File: src/rtl/led_matrix_scanner.sv
// Row-multiplexed scan driver for a 16x16 bicolor LED board, with a blanking gap before each row.
// The frame is snapshotted once per frame on the edge that enters DRIVE for row 0; outputs are registered.
module led_matrix_scanner #(
    parameter int DWELL_CYCLES = 1024,
    parameter int BLANK_CYCLES = 4
) (
    input  logic              clk,
    input  logic              reset,
    input  logic [15:0][15:0] greenLED,
    input  logic [15:0][15:0] redLED,
    output logic [3:0]        row_addr,
    output logic              row_en,
    output logic [15:0]       green_col,
    output logic [15:0]       red_col,
    output logic              frame_start
);

    localparam int MAX_CYC = (DWELL_CYCLES > BLANK_CYCLES) ? DWELL_CYCLES : BLANK_CYCLES;
    localparam int CNT_W   = (MAX_CYC > 1) ? $clog2(MAX_CYC) : 1;
    localparam logic [CNT_W-1:0] BLANK_LAST = CNT_W'(BLANK_CYCLES - 1);
    localparam logic [CNT_W-1:0] DWELL_LAST = CNT_W'(DWELL_CYCLES - 1);

    typedef enum logic {BLANK, DRIVE} state_t;

    state_t            state;
    logic [CNT_W-1:0]  cnt;
    logic [15:0][15:0] g_shadow;
    logic [15:0][15:0] r_shadow;

    always_ff @(posedge clk or posedge reset) begin
        if (reset) begin
            state       <= BLANK;
            cnt         <= '0;
            row_addr    <= 4'd0;
            row_en      <= 1'b0;
            green_col   <= 16'h0000;
            red_col     <= 16'h0000;
            frame_start <= 1'b0;
            g_shadow    <= '0;
            r_shadow    <= '0;
        end else begin
            frame_start <= 1'b0;
            case (state)
                BLANK: begin
                    if (cnt == BLANK_LAST) begin
                        state  <= DRIVE;
                        cnt    <= '0;
                        row_en <= 1'b1;
                        // Row 0 shows the freshly captured frame, so bypass the shadow for it.
                        if (row_addr == 4'd0) begin
                            g_shadow    <= greenLED;
                            r_shadow    <= redLED;
                            green_col   <= greenLED[0];
                            red_col     <= redLED[0];
                            frame_start <= 1'b1;
                        end else begin
                            green_col <= g_shadow[row_addr];
                            red_col   <= r_shadow[row_addr];
                        end
                    end else begin
                        cnt <= cnt + 1'b1;
                    end
                end
                DRIVE: begin
                    if (cnt == DWELL_LAST) begin
                        state     <= BLANK;
                        cnt       <= '0;
                        row_en    <= 1'b0;
                        green_col <= 16'h0000;
                        red_col   <= 16'h0000;
                        row_addr  <= row_addr + 4'd1;
                    end else begin
                        cnt <= cnt + 1'b1;
                    end
                end
                default: state <= BLANK;
            endcase
        end
    end

endmodule
File: config.mk
export PLATFORM = sky130hd
export DESIGN_NAME = led_matrix_scanner
export DESIGN_NICKNAME = d
export VERILOG_FILES = /design/src/rtl/led_matrix_scanner.sv
export SDC_FILE = /design/constraint.sdc
export NUM_CORES = 2
export LEC_CHECK = 0
export CAP_MARGIN = 0
export CORE_AREA = 2 2 212 214
export CTS_CLUSTER_DIAMETER = 150
export CTS_CLUSTER_SIZE = 30
export DETAILED_ROUTE_END_ITERATION = 8
export DIE_AREA = 0 0 214 216
export DONT_BUFFER_PORTS = 1
export PLACE_DENSITY = 0.76
export REMOVE_ABC_BUFFERS = 1
export SETUP_SLACK_MARGIN = 0.1
export SYNTH_ARGS = -nofsm -noshare
export SYNTH_HDL_FRONTEND = slang
export SYNTH_SLANG_ARGS = --single-unit
File: constraint.sdc
create_clock -name clk -period 18 [get_ports clk]
set_clock_uncertainty 0.05 [all_clocks]
set_input_delay 3.6 -clock clk [delete_from_list [all_inputs] [get_ports clk]]
set_output_delay 3.6 -clock clk [all_outputs]
set_load 0.02 [all_outputs]
After elaboration in Yosys (flattened, before gate mapping)
Cells that the tools add are included.

word-level totals
  bits of input ports = 514
  logic and storage cells = 74
  register bits = 561

cells by class
  add/sub/neg operators = 2
  mux-type cells = 23
  bitwise operators = 1
  magnitude comparators = 1
  eq/ne operators = 4
  reduce and logical (&&, ||, !) cells = 4

operator list
  operator                                                                 number
  16-bit binary-select mux with 4-bit select                               2
  16-bit two-way mux                                                       7
  16-bit one-hot mux with 2 select lines                                   2
  10-bit two-way mux                                                       2
  10-bit one-hot mux with 2 select lines                                   1
  10-bit by 1-bit adder with 10-bit output, second input constant          1
  10-bit == test, second input constant                                    1
  10-bit by 2-bit == test with 1-bit output, second input constant         1
  1-bit two-way mux                                                        7
  4-bit by 5-bit < comparator with 1-bit output, second input constant     1
  4-bit by 1-bit adder with 4-bit output, second input constant            1
  4-bit zero test                                                          1
  1-bit one-hot mux with 2 select lines                                    2
  2-bit AND reduction                                                      2
  3-bit AND reduction                                                      1
  2-bit by 1-bit inequality test with 1-bit output, second input constant  1
  2-bit inequality test, second input constant                             1
  1-bit inverter                                                           1

Logic depth before layout (Yosys ltp)
  word-level depth = 5
  gate-level depth with buffers = 13
  mapped depth without buffers = 5

Worst setup path before layout
Ideal clock, no wire load.

  path type = flip-flop to output port
  start point = reg row_addr[0]
  end point = out row_addr[0]
  path buffers = 0
  required time = 14.350 ns
  stages on the path, launching flop included = 1
  arrival time = 0.482 ns
  slack = 13.868 ns
  cell sequence = dfrtp_1

RTL lines
  what                      RTL line  text
  start: declaration        11        output logic [3:0] row_addr,
  start signal: assignment  71        row_addr <= row_addr + 4'd1;

No word-level cell between the ends.

Final worst setup path
  start point = reg row_addr[1]
  end point = out row_addr[1]

No word-level cell between the ends.

==> results.toml <==
[run_status]
status = "finished, final reports clean"

[cts]
cts_max_level = 1
cts.sinks = 561
cts_resized = 0
cts_buffers = 22
clkTransAtPathRegs_ps = 110
cts-root-buf = "clkbuf_16"
cts_hold_buf = 0
post-cts-setup-buffers = 0
clockBufferDepth = 3
tritoncts = "done"
clk_latency_ps = 580

[synth]
synth_warnings = 0
ys_ff_latch = 561
async_flop_share_pct = 100
synthTopCellsByArea = "dfrtp_1, mux2_2, mux4_2"
synth_cells = 1494
synth_area_um2 = 25200
synth-edff-count = 0
postSynthAreaPerCell_um2 = 16.9
synth_top_area_share_pct = 55.7
yosysSeqAreaShare_pct = 55.7
ys.flop_type = "dfrtp_1"
synth_top_area_cell = "dfrtp_1"
synthDistinctLibCells = 34

[route]
vias = 13161
dr.pass1.iters = 6
wl_met2_um = 29900
postRouteAntennaNets = 0
maxUsedRoutingLayer = "met5"
viasPerCell = 6.42
first_iter_violations = 894
drc = 0
wl_met1_um = 22100
routedWlPerCell_um = 28.6
wl_met3_um = 4770
finalWirelength_um = 58600

[worst_setup_path]
end_kind = "output port"
worstSetupPathType = "register to output port"
path_buf_inv = 1
worst_path_dominant_cell_family = "flip-flops"
cp_data_required_time_ps = 14350
cp-startpoint = "row_addr[1]"
crit_chain = "buf_12"
start_kind = "register"
r2r-start = "row_addr[0]"
cp_slowest_stage_delay_ps = 910
crit_slowest_cell = "dfrtp_4"
worstRegToRegCells = 7
crit_fanout = 62
worstPathArrival_ps = 2070
path_depth = 1

[layout]
areaGrowthSynthToFinish_pct = 2.97
final_common_cell = "dfrtp_1"
final_cell_area_um2 = 26000
seq_area_um2 = 14000
multiInputGateArea_um2 = 10300
fillers = 3293
drive_gt1_share_pct = 48.1
final_cell_mix = "dfrtp_1, mux2_2, mux4_2"
final_nets = 1942

[sta]
worstMarginPinSlew_ps = 1120
relSlewSlack_pct = 25.1
max_freq_ghz = 0.175
rsz0062_at_grt = "no"
fin_crit_ps = 5720
period_share_pct = 31.8
final-hold-violation-count = 0
setup_tns_ps = 0
finalSetupViolations = 0
maxSlewViolCount = 0

[min_path]
hold_path.class = "register to register"
worstHoldPathCells = 1
min_from = "cnt[0]"

[floorplan]
start_util_pct = 57.5
fp-row-count = 77
die_y_um = 216
io_pins = 552
coreArea_um2 = 43800
fp.dieW_um = 214
die_area_um2 = 46200

[power]
switching_share_pct = 21.9
clock_power_share_pct = 29.1
p_switching_mw = 0.456
ir_drop_mv = 0.0893
power_mw = 2.08
p_leak_nw = 10.4
pwr_density_cell_nw_per_um2 = 80.1
p_comb_share_pct = 5.5
p_int_mw = 1.62
pwr-share-seq_pct = 65.4

[place]
dp_hpwl_um = 40500
port_buffers = 0
routabilityCongestion = 0.841
post_dp_cell_area_um2 = 25300

[global_routing]
grt_pass1_vias = 14003
grt_usage_pct = 25.2
antenna_found_initial = 56
grt_pass1_wl_um = 88300
grt_overflow_total = 0
grt_start_max_net_pins = 205

[flow_run]
max-cap-violations = 0
sequential cells by signal, summed over array words and instances (netlist names):
| signal | cells |
|---|---|
| green_col | 16 |
| cnt | 10 |
| r_shadow | 256 |
| g_shadow | 256 |
| red_col | 16 |
| row_addr | 4 |
| row_en | 1 |
| frame_start | 1 |
| state | 1 |
kinds of logic after synthesis:
logic type      after synthesis  share of synthesized area [%]
xor+xnor                     11                          0.382
flops                       561                           55.7
compound gates               66                           2.44
simple gates                 32                          0.769
fa+ha+maj                     3                          0.149
buf+inv                     116                           3.56
mux                         705                           37.0
through the flow:
stage                     setup slack (ps)  instances  hold WS [ps]  util, %
after floorplan                      -1340       1382           398        -
after global placement               11670       1993           413     57.7
after detailed placement             11610       1993           426     57.7
after CTS                            12180       2019           445     59.1
after global routing                 11860       2046           473     59.2
final                                12280       2051           442     59.2
per-layer routing:
layer  global-route usage [%]  up-vias
met3                     8.47      125
li1                         -     5539
met2                     42.4      414
met5                        0        -
met1                     30.9     7035
met4                     7.81       48
worst paths after layout:
path | end | slack (ps)
worst max-delay path | row_addr[1] | 12280
worst min-delay path | cnt[0] | 440
worst max register to register | g_shadow[208] | 13180
worst min register to register | cnt[0] | 440
max in group asynchronous | row_addr[1] | 12360
min in group asynchronous | g_shadow[149] | 2970
power by group through the flow:
stage	registers (mW)	clock network, mW	logic [mW]
floorplan	1.37	0	0.0985
global placement	1.38	0	0.111
detailed placement	1.38	0	0.116
CTS	1.36	0.622	0.117
global route	1.37	0.672	0.127
finish	1.36	0.605	0.114
Yosys cell counts, drive strengths merged, types with 2 or more instances:
library cell    n
a221o          32
mux2i          64
nand3           5
ha              3
dfrtp         561
buf            92
nor2            9
clkbuf         20
mux4          128
mux2          513
xnor2           5
nor2b           2
o32ai          32
and4            3
inv             4
a21o            2
nand2           2
nand4           4
xor2            6
layout make-up:
type	count	area share, %
clock inverter	1	0.0434
inverter	4	0.0964
clock buffer	25	2.25
timing repair buffer	19	0.694
tap	592	2.85
antenna	32	0.308
sequential	561	54.1
multi-input combinational	817	39.7
No activity file was read; power rests on OpenSTA's default activity.
